<file path="config.mk">
export PLATFORM = sky130hd
export DESIGN_NAME = keccak_arbiter
export DESIGN_NICKNAME = d
export VERILOG_FILES = /design/src/rtl/keccak_arbiter.sv
export SDC_FILE = /design/constraint.sdc
export NUM_CORES = 1
export LEC_CHECK = 0
export ABC_CLOCK_PERIOD_IN_PS = 2600
export CAP_MARGIN = 20
export CORE_AREA = 2 2 497 499
export DETAILED_ROUTE_END_ITERATION = 6
export DIE_AREA = 0 0 499 501
export GPL_ROUTABILITY_DRIVEN = 0
export SYNTH_ARGS = -nofsm -noshare
export SYNTH_HDL_FRONTEND = slang
export SYNTH_SLANG_ARGS = --single-unit
</file>
<file path="constraint.sdc">
create_clock -name clk -period 2.6 [get_ports clk]
set_input_delay 0.39 -clock clk [delete_from_list [all_inputs] [get_ports clk]]
set_output_delay 0.39 -clock clk [all_outputs]
set_load 0.02 [all_outputs]
</file>
<file path="src/rtl/keccak_arbiter.sv">
// keccak_arbiter
//   Shares one SHA3-512 core between two message requesters. A requester is
//   granted by round robin, the core is cleared for one cycle, the granted
//   requester's words are streamed through to the core, and the digest is
//   held for the owner until it acknowledges.
//
// Ports
//   clk, reset_n          clock, asynchronous active-low reset
//   req_valid/req_ready   per-requester word handshake
//   req_data0/1           64-bit message words (first byte in bits 63:56)
//   req_last, req_bytes0/1 last-word flag and valid byte count of last word
//   dig_valid/dig_data/dig_ack  per-requester digest handshake
//   core_*                interface to the shared SHA3-512 core
//   grant                 index of the requester owning the core
//   word_cnt              words accepted in the current message (saturating)
module keccak_arbiter #(
    parameter int unsigned CNT_W = 16
) (
    input  logic             clk,
    input  logic             reset_n,
    input  logic [1:0]       req_valid,
    input  logic [63:0]      req_data0,
    input  logic [63:0]      req_data1,
    input  logic [1:0]       req_last,
    input  logic [2:0]       req_bytes0,
    input  logic [2:0]       req_bytes1,
    output logic [1:0]       req_ready,
    output logic [1:0]       dig_valid,
    output logic [511:0]     dig_data,
    input  logic [1:0]       dig_ack,
    output logic             core_reset,
    output logic [63:0]      core_in,
    output logic             core_in_ready,
    output logic             core_is_last,
    output logic [2:0]       core_byte_num,
    input  logic             core_buffer_full,
    input  logic [511:0]     core_out,
    input  logic             core_out_ready,
    output logic             grant,
    output logic [CNT_W-1:0] word_cnt
);

    typedef enum logic [2:0] {
        IDLE = 3'd0,
        CLR  = 3'd1,
        FEED = 3'd2,
        WAIT = 3'd3,
        DONE = 3'd4
    } state_t;

    state_t state;
    logic   last_served;
    logic   accept;
    logic   pick;

    // Word handshake completes only in FEED, for the owner, when the core has room.
    assign accept = (state == FEED) && req_valid[grant] && !core_buffer_full;

    // Round robin: a lone requester wins; on a tie the one not served last wins.
    always_comb begin
        pick = 1'b0;
        case (req_valid)
            2'b10:   pick = 1'b1;
            2'b11:   pick = ~last_served;
            default: pick = 1'b0;
        endcase
    end

    always_ff @(posedge clk or negedge reset_n) begin
        if (!reset_n) begin
            state       <= IDLE;
            grant       <= 1'b0;
            last_served <= 1'b1;
            word_cnt    <= '0;
        end else begin
            case (state)
                IDLE: begin
                    if (|req_valid) begin
                        grant <= pick;
                        state <= CLR;
                    end
                end
                CLR: begin
                    word_cnt <= '0;
                    state    <= FEED;
                end
                FEED: begin
                    if (accept) begin
                        if (word_cnt != '1)
                            word_cnt <= word_cnt + {{(CNT_W-1){1'b0}}, 1'b1};
                        if (req_last[grant])
                            state <= WAIT;
                    end
                end
                WAIT: begin
                    if (core_out_ready)
                        state <= DONE;
                end
                DONE: begin
                    if (dig_ack[grant]) begin
                        last_served <= grant;
                        state       <= IDLE;
                    end
                end
                default: state <= IDLE;
            endcase
        end
    end

    // core_reset is also held while reset_n is low so the core starts clean.
    assign core_reset = !reset_n || (state == CLR);

    always_comb begin
        core_in       = '0;
        core_in_ready = 1'b0;
        core_is_last  = 1'b0;
        core_byte_num = '0;
        if ((state == FEED) && req_valid[grant]) begin
            core_in_ready = 1'b1;
            core_in       = grant ? req_data1 : req_data0;
            core_is_last  = req_last[grant];
            core_byte_num = grant ? req_bytes1 : req_bytes0;
        end
    end

    always_comb begin
        req_ready = '0;
        dig_valid = '0;
        dig_data  = '0;
        if (state == FEED)
            req_ready[grant] = !core_buffer_full;
        if (state == DONE) begin
            dig_valid[grant] = 1'b1;
            dig_data         = core_out;
        end
    end

endmodule
</file>
### After elaboration in Yosys (flattened, before gate mapping)

Cells that the tools add are included.

* register bits after elaboration: 21
* output and inout port bits: 603
* word-level logic and storage cells: 62

* $add $sub $neg: 1
* magnitude comparators: 2
* equality and inequality tests: 13
* mux-type cells: 27
* bitwise logic cells: 2
* reduce and logical (&&, ||, !) cells: 13

Operator list (count)
* $mux W512: 1
* $mux W64: 2
* $mux W16: 2
* $pmux W16 S2: 1
* $mux W3: 7
* $add A16 B1 Y16 const B: 1
* $ne A16 B16 Y1 const B: 1
* $pmux W3 S5: 1
* $mux W1: 9
* $ne A2 B2 Y1 const B: 4
* $eq A3 B2 Y1 const B: 2
* $reduce_and A5 Y1: 1
* $eq A2 B2 Y1 const B: 2
* $mux W2: 2
* $ne A2 B1 Y1 const B: 2
* $reduce_and A2 Y1: 2
* $eq A3 B1 Y1 const B: 1
* $eq A3 B3 Y1 const B: 1
* $logic_and A1 B1 Y1: 3
* $logic_not A3 Y1: 1
* $reduce_and A3 Y1: 1
* $and A2 B2 Y2: 1
* $logic_not A1 Y1: 2
* $lt A1 B2 Y1 const B: 1
* other kinds (7): 7

### Longest topological paths before layout

Gate-level depths: netlist of the first run.

* depth in word-level cells: 6
* mapped depth: 8
* depth with buffers taken out: 5

### Worst setup path after synthesis of the first run

OpenSTA, ideal clock, no wires.

* kind: reg2out
* start: register grant
* end: output port core_in[54]
* arrival: 1.821 ns
* data required time: 2.210 ns
* slack: 0.389 ns
* cell stages (with the launch flop): 9
* buffers on the path: 5
* cells stage by stage: dfrtp_1 > buf_2 > mux2i_1 > buf_2 > nand2b_1 > buf_2 > buf_2 > buf_2 > nor2_1

* word-level cells in the longest chain between the ends: 4
* elaborated cells on any way between the ends: 5

Ends and longest elaborated chain
* from (decl): line 39 `output logic grant,`
* from (signal assigned): line 79 `grant <= pick;`
* $mux W1 (not written as such) (2 in a row): line 118 `if ((state == FEED) && req_valid[grant]) begin`
* $logic_and A1 B1 Y1: line 118
* $mux W64 *: line 118
* to (decl): line 32 `output logic [63:0] core_in,`

Mark *: on every way between the ends. The rest lies on a longest branch, timed or not. The select of a mux whose other input is x is not followed.

### Worst setup path after layout of the first run

* start: register grant
* end: output port core_in[0]

Same word-level chain as after synthesis.

==> results of run 1 <==
layer usage:
layer	global-route usage	share of wire
met3	0.209	0.21
met1	0.187	0.30
met2	0.361	0.45
met5	0	0.0038
met4	0.0294	0.033
power groups by stage:
stage	sequential, mW	clock, mW	combinational (mW)
3_5_place_dp	0.599	0	10.5
5_1_grt	0.614	0.361	11.1
6_report	0.609	0.350	10.6
3_3_place_gp	0.583	0	10.3
2_1_floorplan	0.597	0	3.05
4_1_cts	0.597	0.341	10.7
worst max-delay path by stage:
stage | end | slack (ns)
floorplan | core_in[54] | 0.39
global placement | core_in[35] | -0.26
detailed placement | dig_data[75] | -0.24
CTS | core_in[62] | -0.11
global route | dig_data[273] | 0.005
finish | core_in[0] | -0.04
cell families (layout without fill, tap and decap cells):
family                     after synthesis  after routing
and+or+nand+nor                        650            650
AOI/OAI and AO/OA                       36             36
DFF                                     21             21
buffers and inverters                   86           1310
adders and majority gates                1              1
muxes                                   73             73
other                                    0             96
sequential cells by signal (all words and copies together) (netlist names):
name and flops:
grant 1, word_cnt 16, last_served 1, state 3
what timing repair did:
item                       4_1_cts  5_1_grt
cloned                           2        0
setup buffers                    0        2
hold buffers                     0        0
hold endpoints to repair         0        0
setup endpoints to repair      143       74
gates resized for setup         61       38
layout make-up:
cell class	count	area, um^2
clock inverters	1	7.51
clock buffers	3	75.1
well taps	3220	4030
fillers	27900	217000
diodes	96	240
flip-flops and latches	21	533
inverters	5	18.8
repair buffers	1301	17600
multi-input cells	760	5100
cell usage after synthesis, types with 2 or more instances:
cell       number
a211o_1         4
a21o_1          2
a21oi_1         6
a31oi_1         3
and2_1        513
and3_1          4
buf_1           6
buf_2          11
clkbuf_1       64
dfrtp_1        20
inv_1           5
mux2i_1        73
nand2_1        16
nand3_1         5
nand4_1         5
nor2_1         76
nor3_1          4
nor3b_1         4
nor3b_2         2
nor4_1          5
nor4_2          3
o211a_1         2
o21ai_0         2
o2bb2ai_1       2
placed cells by master, fill, tap and decap left out, types with 10 or more instances in the layout:
cell type | Yosys | layout
dlygate4sd2_1 | 0 | 32
and2_1 | 513 | 510
diode_2 | 0 | 96
dfrtp_1 | 20 | 17
mux2i_2 | 0 | 17
buf_6 | 0 | 10
nor2_1 | 76 | 76
buf_4 | 0 | 83
dlymetal6s2s_1 | 0 | 24
buf_12 | 0 | 467
mux2i_1 | 73 | 49
clkdlybuf4s50_1 | 0 | 679
nand2_1 | 16 | 16
==> reports/qor.yml, run 1 <==
run_status:
  status: "complete, but fails checks"
  violations: "setup timing"
pwr:
  seq_power_share: 0.053
  power_mw: 11.6
  p_sw_frac: 0.538
  worst_ir_drop_vdd_mv: 0.398
  p_int_mw: 5.33
  p_switching_mw: 6.22
  leakage_nw: 10.5
  combPwrFrac: 0.917
  clockPowerShare: 0.030
  p_per_area_nw_per_um2: 418
yosys:
  synthesis.nets: 1524
  syn_inst: 867
  synth_simple_gate_area_frac: 0.675
  ys_ff_latch: 21
  synth_flop_cell: "dfrtp_1"
  synthDistinctLibCells: 54
  ys_warn_count: 0
  synthArstFlopShare: 1.00
  synth_compound_area_frac: 0.0483
  synth_area_leaders: "and2_1, mux2i_1, dfrtp_1"
  synth-edff-count: 0
  synth_area_um2: 5800
  avgSynthCellArea_um2: 6.69
  synth-xor-area-share: 0
  synth_top_area_share: 0.554
  synth_top_family_by_area: "simple AND/OR/NAND/NOR gates"
  ys_seq_area_frac: 0.0909
  synth_mux_area_frac: 0.126
  synthAdderAreaFrac: 0.00216
  synth_largest_area_cell: "and2_1"
worst_setup_path:
  cp_num_buf_inv: 2
  cp_slowest_cell: "mux2i_2"
  reg2reg_from: "word_cnt[1]$_DFFE_PN0P_"
  crit_path_max_fanout: 44
  critPathKind: "reg -> out"
  path_common_cell: "buf_12"
  cp-end-kind: "primary output"
  cp.required_ns: 2.21
  critical-path-max-stage-delay_ns: 0.77
  start_kind: "flop"
  critical_path.startpoint: "grant$_DFFE_PN0P_"
  r2r_slack_ns: 0.40
  r2r_end: "word_cnt[11]$_DFFE_PN0P_"
  crit_cells: 4
  crit_path_cell_trace: "buf_12 > mux2i_2 > nor2_1 > buf_12"
  arrival_ns: 2.25
  crit_family: "multiplexers"
  r2r_cells: 5
clock_network:
  insertion_delay_ns: 0.27
  clockBufferDepth: 2
  cts.sinks: 21
  htreeDepth: 1
  cts_tree: "done"
  cts_buffers: 3
  cts_root_buf: "clkbuf_16"
  clkTransAtPathRegs_ns: 0.06
die:
  initial_core_util: 0.0237
  fp.dieH_um: 501
  fp-row-count: 182
  die_w_um: 499
  die_area_um2: 250000
  coreArea_um2: 245000
  io_pins: 1259
timing:
  worst_slack_ns: -0.0435
  clock.fmax_mhz: 378
  maxSlewViolCount: 0
  setup_tns_ns: -0.0448
  whs_ns: 0.533
  rsz0062_at_grt: "no"
  hold_viol: 0
  post-route-min-period_ns: 2.64
  finalSetupViolCount: 2
  maxSlewHeadroom: 0.429
  fin_crit_sh: 1.02
  tightest_slew_ns: 0.840
  skew_ns: 0.00987
min_path:
  hold-path-cell-count: 1
  holdCritPathClass: "reg -> reg"
  min_to: "state[0]$_DFFE_PN0P_"
  hold_path.startpoint: "state[2]$_DFFE_PN0P_"
detailed_routing:
  drcViolationCount: 0
  drt-total-wl_um: 279000
  drtIter0Drc: 659
  vias: 13900
  detail-route-antenna-nets: 0
  first_pass_iters: 5
  routed_via_density: 2.57
  avgRoutedWirePerCell_um: 51.7
layout:
  finalInstanceArea_um2: 27600
  utilization: 0.113
  final_net_count: 2749
  area_delta_synth_final_pct: 377
  drive_gt1_frac: 0.294
  stdcell_count: 5407
global_route:
  grt_pass1_wl_um: 309000
  grt_antenna_before_repair: 438
  overflow: 0
  grt_max_degree: 97
  grt_usage: 0.215
  grt_pass1_vias: 12700
run:
  maxCapViolCount: 0
placement:
  post-dp-hpwl_um: 270000
  port_buffers: 1258
  post-place-ws_ns: -0.235
  placed_cells: 5303
  dpl-instance-area_um2: 27000
Note: power is estimated with default switching activity, not from simulation.
==> run 2: changes to the inputs <==
- ABC_AREA: unset -> 1
- CORE_AREA: 2 2 497 499 -> 2 2 489 491
- DIE_AREA: 0 0 499 501 -> 0 0 491 493
==> run 2 against run 1 <==
Effect of this change:
- cell area up 4.6%
- worst hold slack got worse by 0.0033 ns
- critical endpoint is now core_in[31]
- synthesized area increased by 13%
- power up 44%
- highest routed layer unchanged
- sequential cell count stayed put
- clock power shrank 4%
- the flow now finishes without violations
- routed wire length is 5.9% lower
- die area down 3.2%
- maximum frequency grew 2.1%
- core utilization is 0.91 points higher
- critical path type is now in -> out
- critical path depth is 4 higher
- clock-buffer cell count up 1
==> reports/qor.yml, run 2 <==
timing:
  maxSlewViolCount: 0
  tightest_slew_ns: 0.691
  rsz0062_at_grt: "yes"
  whs_ns: 0.530
  worst_slack_ns: 0.0116
  setup_tns_ns: 0
  post-route-min-period_ns: 2.59
  maxSlewHeadroom: 0.539
  fin_crit_sh: 0.996
  skew_ns: 0.00325
  hold_viol: 0
  finalSetupViolCount: 0
  clock.fmax_mhz: 386
global_route:
  grt_antenna_before_repair: 348
  grt_pass1_vias: 15200
  grtUsageMet1: 0.187
  overflow: 0
  met3_usage: 0.175
  grt_pass1_wl_um: 297000
  use_met2: 0.371
  grt_usage: 0.210
  grt_max_degree: 72
  grt-busiest-layer: "met2"
yosys:
  synth-xor-area-share: 0
  yosysMostFrequentCell: "nor2_1"
  synth_simple_gate_area_frac: 0.486
  avgSynthCellArea_um2: 4.26
  synth_area_leaders: "nor2_1, inv_1, nand2_1"
  synth_common_cells: "nor2_1, inv_1, nand2_1"
  syn_inst: 1535
  ys_warn_count: 0
  synth_top_area_share: 0.312
  ys_seq_area_frac: 0.0805
  synthDistinctLibCells: 27
  synth_area_um2: 6550
  synth_compound_area_frac: 0.0671
  synth_mux_area_frac: 0
  synth_largest_area_cell: "nor2_1"
  synthArstFlopShare: 1.00
  synth-edff-count: 0
  ys_ff_latch: 21
  synth_flop_cell: "dfrtp_1"
  synthAdderAreaFrac: 0.00191
  synth_top_family_by_area: "simple AND/OR/NAND/NOR gates"
  synthesis.nets: 2192
worst_setup_path:
  cp_slowest_cell: "clkdlybuf4s50_1"
  critical-path-max-stage-delay_ns: 0.53
  cp.required_ns: 2.21
  crit_cells: 8
  r2r_cells: 9
  crit_path_cell_trace: "clkdlybuf4s50_1 > inv_1 > o21ai_0 > buf_4 > nand2_4 > buf_4 > a21oi_1 > buf_4"
  start_kind: "input port"
  cp-end-kind: "primary output"
  cp_num_buf_inv: 5
  crit_family: "buffers and inverters"
  path_common_cell: "buf_4"
  critPathKind: "in -> out"
  crit_path_max_fanout: 11
  arrival_ns: 2.20
die:
  io_pins: 1259
  fp-row-count: 179
  die_area_um2: 242000
  die_w_um: 491
  initial_core_util: 0.0276
  fp.dieH_um: 493
  coreArea_um2: 237000
clock_network:
  cts_buffers: 3
  insertion_delay_ns: 0.26
  cts_setup_buffers: 0
  holdBufCountCts: 0
  cts_tree: "done"
  cts.sinks: 21
  htreeDepth: 1
  clkTransAtPathRegs_ns: 0.06
  cts_root_buf: "clkbuf_16"
  clockBufferDepth: 2
pwr:
  leakage_nw: 13.0
  worst_ir_drop_vdd_mv: 0.337
  p_per_area_nw_per_um2: 576
  power_mw: 16.7
placement:
  post-place-ws_ns: -0.132
  port_buffers: 1258
  placed_cells: 5989
  post-dp-hpwl_um: 256000
  dpl-instance-area_um2: 28500
layout:
  reg.largest.list: "word_cnt x16, state x3"
  largest_reg_flops: 16
  top_register: "word_cnt"
  stdcell_count: 6041
  drive_gt1_frac: 0.242
  fillers: 27400
  utilization: 0.122
  final_net_count: 3484
  area_delta_synth_final_pct: 342
  final_cell_mix: "clkdlybuf4s50_1, nor2_1, inv_1, buf_12, nand2_1"
  final_common_cell: "clkdlybuf4s50_1"
  finalInstanceArea_um2: 28900
detailed_routing:
  vias: 15800
  drtIter0Drc: 906
  first_pass_iters: 5
  drcViolationCount: 0
  drt-total-wl_um: 263000
  avgRoutedWirePerCell_um: 43.5
  routed_via_density: 2.61
  detail-route-antenna-nets: 0
run:
  maxCapViolCount: 0
min_path:
  holdCritPathClass: "in -> async"
run_status:
  status: "finished clean"
run 2: changes by cell type in the layout (fill, tap and decap cells not counted), moves of 48 or more:
cell     delta
nand2_1   +208
and2_1    -509
nor2_1    +467
inv_1     +524
mux2i_1    -49
diode_2    -48
run 2: where the power goes:
part | switching (mW) | internal (mW) | total [mW]
sequential | 0.100 | 0.387 | 0.487
combinational | 9.52 | 6.31 | 15.8
clock | 0.126 | 0.209 | 0.335
total | 9.75 | 6.91 | 16.7
run 2: logic make-up (layout without fill, tap and decap cells):
logic type,after synthesis,after routing
AND/OR/NAND/NOR,813,813
other,0,48
AO/OA/AOI/OAI,85,85
adder cells (fa/ha/maj),1,1
flip-flops,21,21
buffers and inverters,615,1906
run 2: final timing paths:
kind	start	end	slack [ns]
max	req_valid[0]	core_in[31]	0.01
max in group asynchronous	reset_n	last_served$_DFFE_PN1P_	1.79
min reg2reg	last_served$_DFFE_PN1P_	last_served$_DFFE_PN1P_	0.53
min	reset_n	word_cnt[0]$_DFFE_PN0P_	0.53
min in group clk	last_served$_DFFE_PN1P_	last_served$_DFFE_PN1P_	0.53
max reg2reg	grant$_DFFE_PN0P_	state[1]$_DFFE_PN0P_	0.50
run 2: layer usage:
metal,vias to the layer above,part of all wire
met4,154,0.035
li1,6790,-
met1,6644,0.31
met5,-,0.0041
met2,1503,0.47
met3,688,0.18
run 2: area by class of cell:
cell class,count,area [um^2],area share
inverter,533,2000,0.0693
antenna,48,120,0.00416
multi-input combinational,899,3790,0.131
tap,3167,3960,0.137
timing repair buffer,1369,18400,0.637
sequential,21,531,0.0184
clock buffer,4,78.8,0.00273
run 2: repair_timing:
action                                  in CTS  in global routing
endpoints found under the setup margin      18                 55
pin swaps                                    0                  0
gates resized for setup                     14                 49
cloned                                       0                  0
==> run 3: changes to the inputs <==
- CTS_BUF_LIST: unset -> sky130_fd_sc_hd__clkbuf_16
==> run 3 against run 2 <==
Effect of this change:
- cell area is the same
- routed wire length barely moved
- worst hold slack better by 0.00070 ns
- critical path type unchanged
- largest power group unchanged
- highest routed layer unchanged
==> reports/qor.yml, run 3 (same netlist as run 2, synthesis figures left out) <==
layout:
  final_cell_mix: "clkdlybuf4s50_1, nor2_1, inv_1, buf_12, nand2_1"
  top_register: "word_cnt"
  final_common_cell: "clkdlybuf4s50_1"
  fillers: 27400
  area_delta_synth_final_pct: 342
  stdcell_count: 6041
  largest_reg_flops: 16
  finalInstanceArea_um2: 28900
  drive_gt1_frac: 0.242
  reg.largest.list: "word_cnt x16, state x3"
  final_net_count: 3484
detailed_routing:
  avgRoutedWirePerCell_um: 43.5
  first_pass_iters: 5
  routed_via_density: 2.61
  detail-route-antenna-nets: 0
  drtIter0Drc: 902
  drt-total-wl_um: 263000
  drcViolationCount: 0
  vias: 15800
timing:
  worst_slack_ns: 0.0135
  rsz0062_at_grt: "yes"
  clock.fmax_mhz: 387
  finalSetupViolCount: 0
  hold_viol: 0
  post-route-min-period_ns: 2.59
  tightest_slew_ns: 0.686
  maxSlewHeadroom: 0.543
  fin_crit_sh: 0.995
  skew_ns: 0.00194
  maxSlewViolCount: 0
run:
  maxCapViolCount: 0
die:
  fp-row-count: 179
  fp.dieH_um: 493
  die_area_um2: 242000
  io_pins: 1259
  initial_core_util: 0.0276
  die_w_um: 491
  coreArea_um2: 237000
placement:
  port_buffers: 1258
  dpl-instance-area_um2: 28500
  placed_cells: 5989
  post-dp-hpwl_um: 256000
  post-place-ws_ns: -0.132
worst_setup_path:
  crit_path_max_fanout: 11
  crit_path_cell_trace: "clkdlybuf4s50_1 > inv_1 > o21ai_0 > buf_4 > nand2_4 > buf_4 > a21oi_1 > buf_4"
  critical-path-max-stage-delay_ns: 0.52
  critPathKind: "in -> out"
  start_kind: "input port"
  path_common_cell: "buf_4"
  crit_family: "buffers and inverters"
  arrival_ns: 2.20
  cp-end-kind: "primary output"
  cp_slowest_cell: "clkdlybuf4s50_1"
  cp.required_ns: 2.21
  cp_num_buf_inv: 5
pwr:
  leakage_nw: 13.0
  p_per_area_nw_per_um2: 576
  worst_ir_drop_vdd_mv: 0.337
clock_network:
  insertion_delay_ns: 0.26
  clockBufferDepth: 2
  cts_buffers: 3
  clkTransAtPathRegs_ns: 0.06
  holdBufCountCts: 0
  cts_tree: "done"
  cts.sinks: 21
  cts_setup_buffers: 0
  cts_root_buf: "clkbuf_16"
  htreeDepth: 1
global_route:
  grt_max_degree: 72
  grt_pass1_wl_um: 297000
  grt_pass1_vias: 15200
  overflow: 0
  grt_antenna_before_repair: 348
  grt_usage: 0.210
run_status:
  status: "finished clean"
min_path:
  holdCritPathClass: "in -> async"
[run 3: cell types whose count changed in the layout (fill, tap and decap cells not counted), sizes merged]
cell,change
clkbuf,-1
inv,+1
[run 3: final timing paths]
check                                          endpoint  slack [ns]  cells past startpoint               startpoint
worst max-delay path                        core_in[31]        0.01                      8             req_valid[0]
worst min-delay path            word_cnt[8]$_DFFE_PN0P_        0.53                      2                  reset_n
max in group asynchronous       last_served$_DFFE_PN1P_        1.79                      2                  reset_n
worst min register to register  last_served$_DFFE_PN1P_        0.54                      2  last_served$_DFFE_PN1P_
worst max register to register     state[1]$_DFFE_PN0P_        0.50                      9        grant$_DFFE_PN0P_
min in group clk                last_served$_DFFE_PN1P_        0.54                      2  last_served$_DFFE_PN1P_
[run 3: timing repair]
item | in CTS | in global routing
cloned | 0 | 0
gates resized for setup | 14 | 49
setup endpoints to repair | 18 | 55
hold endpoints to repair | 0 | 0
[run 3: per-layer routing]
layer / share of wire / vias to the layer above / GRT usage
li1: - / 6791 / -
met1: 0.31 / 6632 / 0.187
met2: 0.47 / 1504 / 0.371
met3: 0.18 / 688 / 0.175
met4: 0.035 / 154 / 0.0273
met5: 0.0041 / - / 0
[run 3: layout make-up]
type	instances	area, um^2	area share
Multi-Input combinational cell	899	3790	0.131
Antenna cell	48	120	0.00416
Clock inverter	1	3.75	0.000130
Sequential cell	21	531	0.0184
Clock buffer	3	75.1	0.00260
Inverter	533	2000	0.0693
Tap cell	3167	3960	0.137
Timing Repair Buffer	1369	18400	0.637
[run 3: worst register-to-register path: stages, from the launching register on]
cell and delay, ns:
dfrtp_4 0.59, clkinv_2 0.12, buf_12 0.25, nand2_1 0.12, nand2_1 0.31, nor2_1 0.13, nor2_1 0.25, nand3_1 0.11
nand2_1 0.07, nand2_1 0.04
[run 3: power by group]
group	internal, mW	switching [mW]	total [mW]	leakage (nW)
Sequential	0.387	0.103	0.490	0.283
Clock	0.206	0.130	0.336	0.0426
Combinational	6.31	9.52	15.8	12.6
[run 3: stage by stage]
| stage | hold WS (ns) | total power [mW] | setup TNS (ns) | util |
|---|---|---|---|---|
| 2_1_floorplan | 0.0944 | 4.46 | 0 | - |
| 3_3_place_gp | 0.508 | 16.8 | -0.656 | 0.120 |
| 3_5_place_dp | 0.529 | 16.8 | -0.368 | 0.120 |
| 4_1_cts | 0.536 | 17.2 | -0.0819 | 0.121 |
| 5_1_grt | 0.564 | 17.6 | -0.0790 | 0.122 |
| 6_report | 0.530 | 16.7 | 0 | 0.122 |
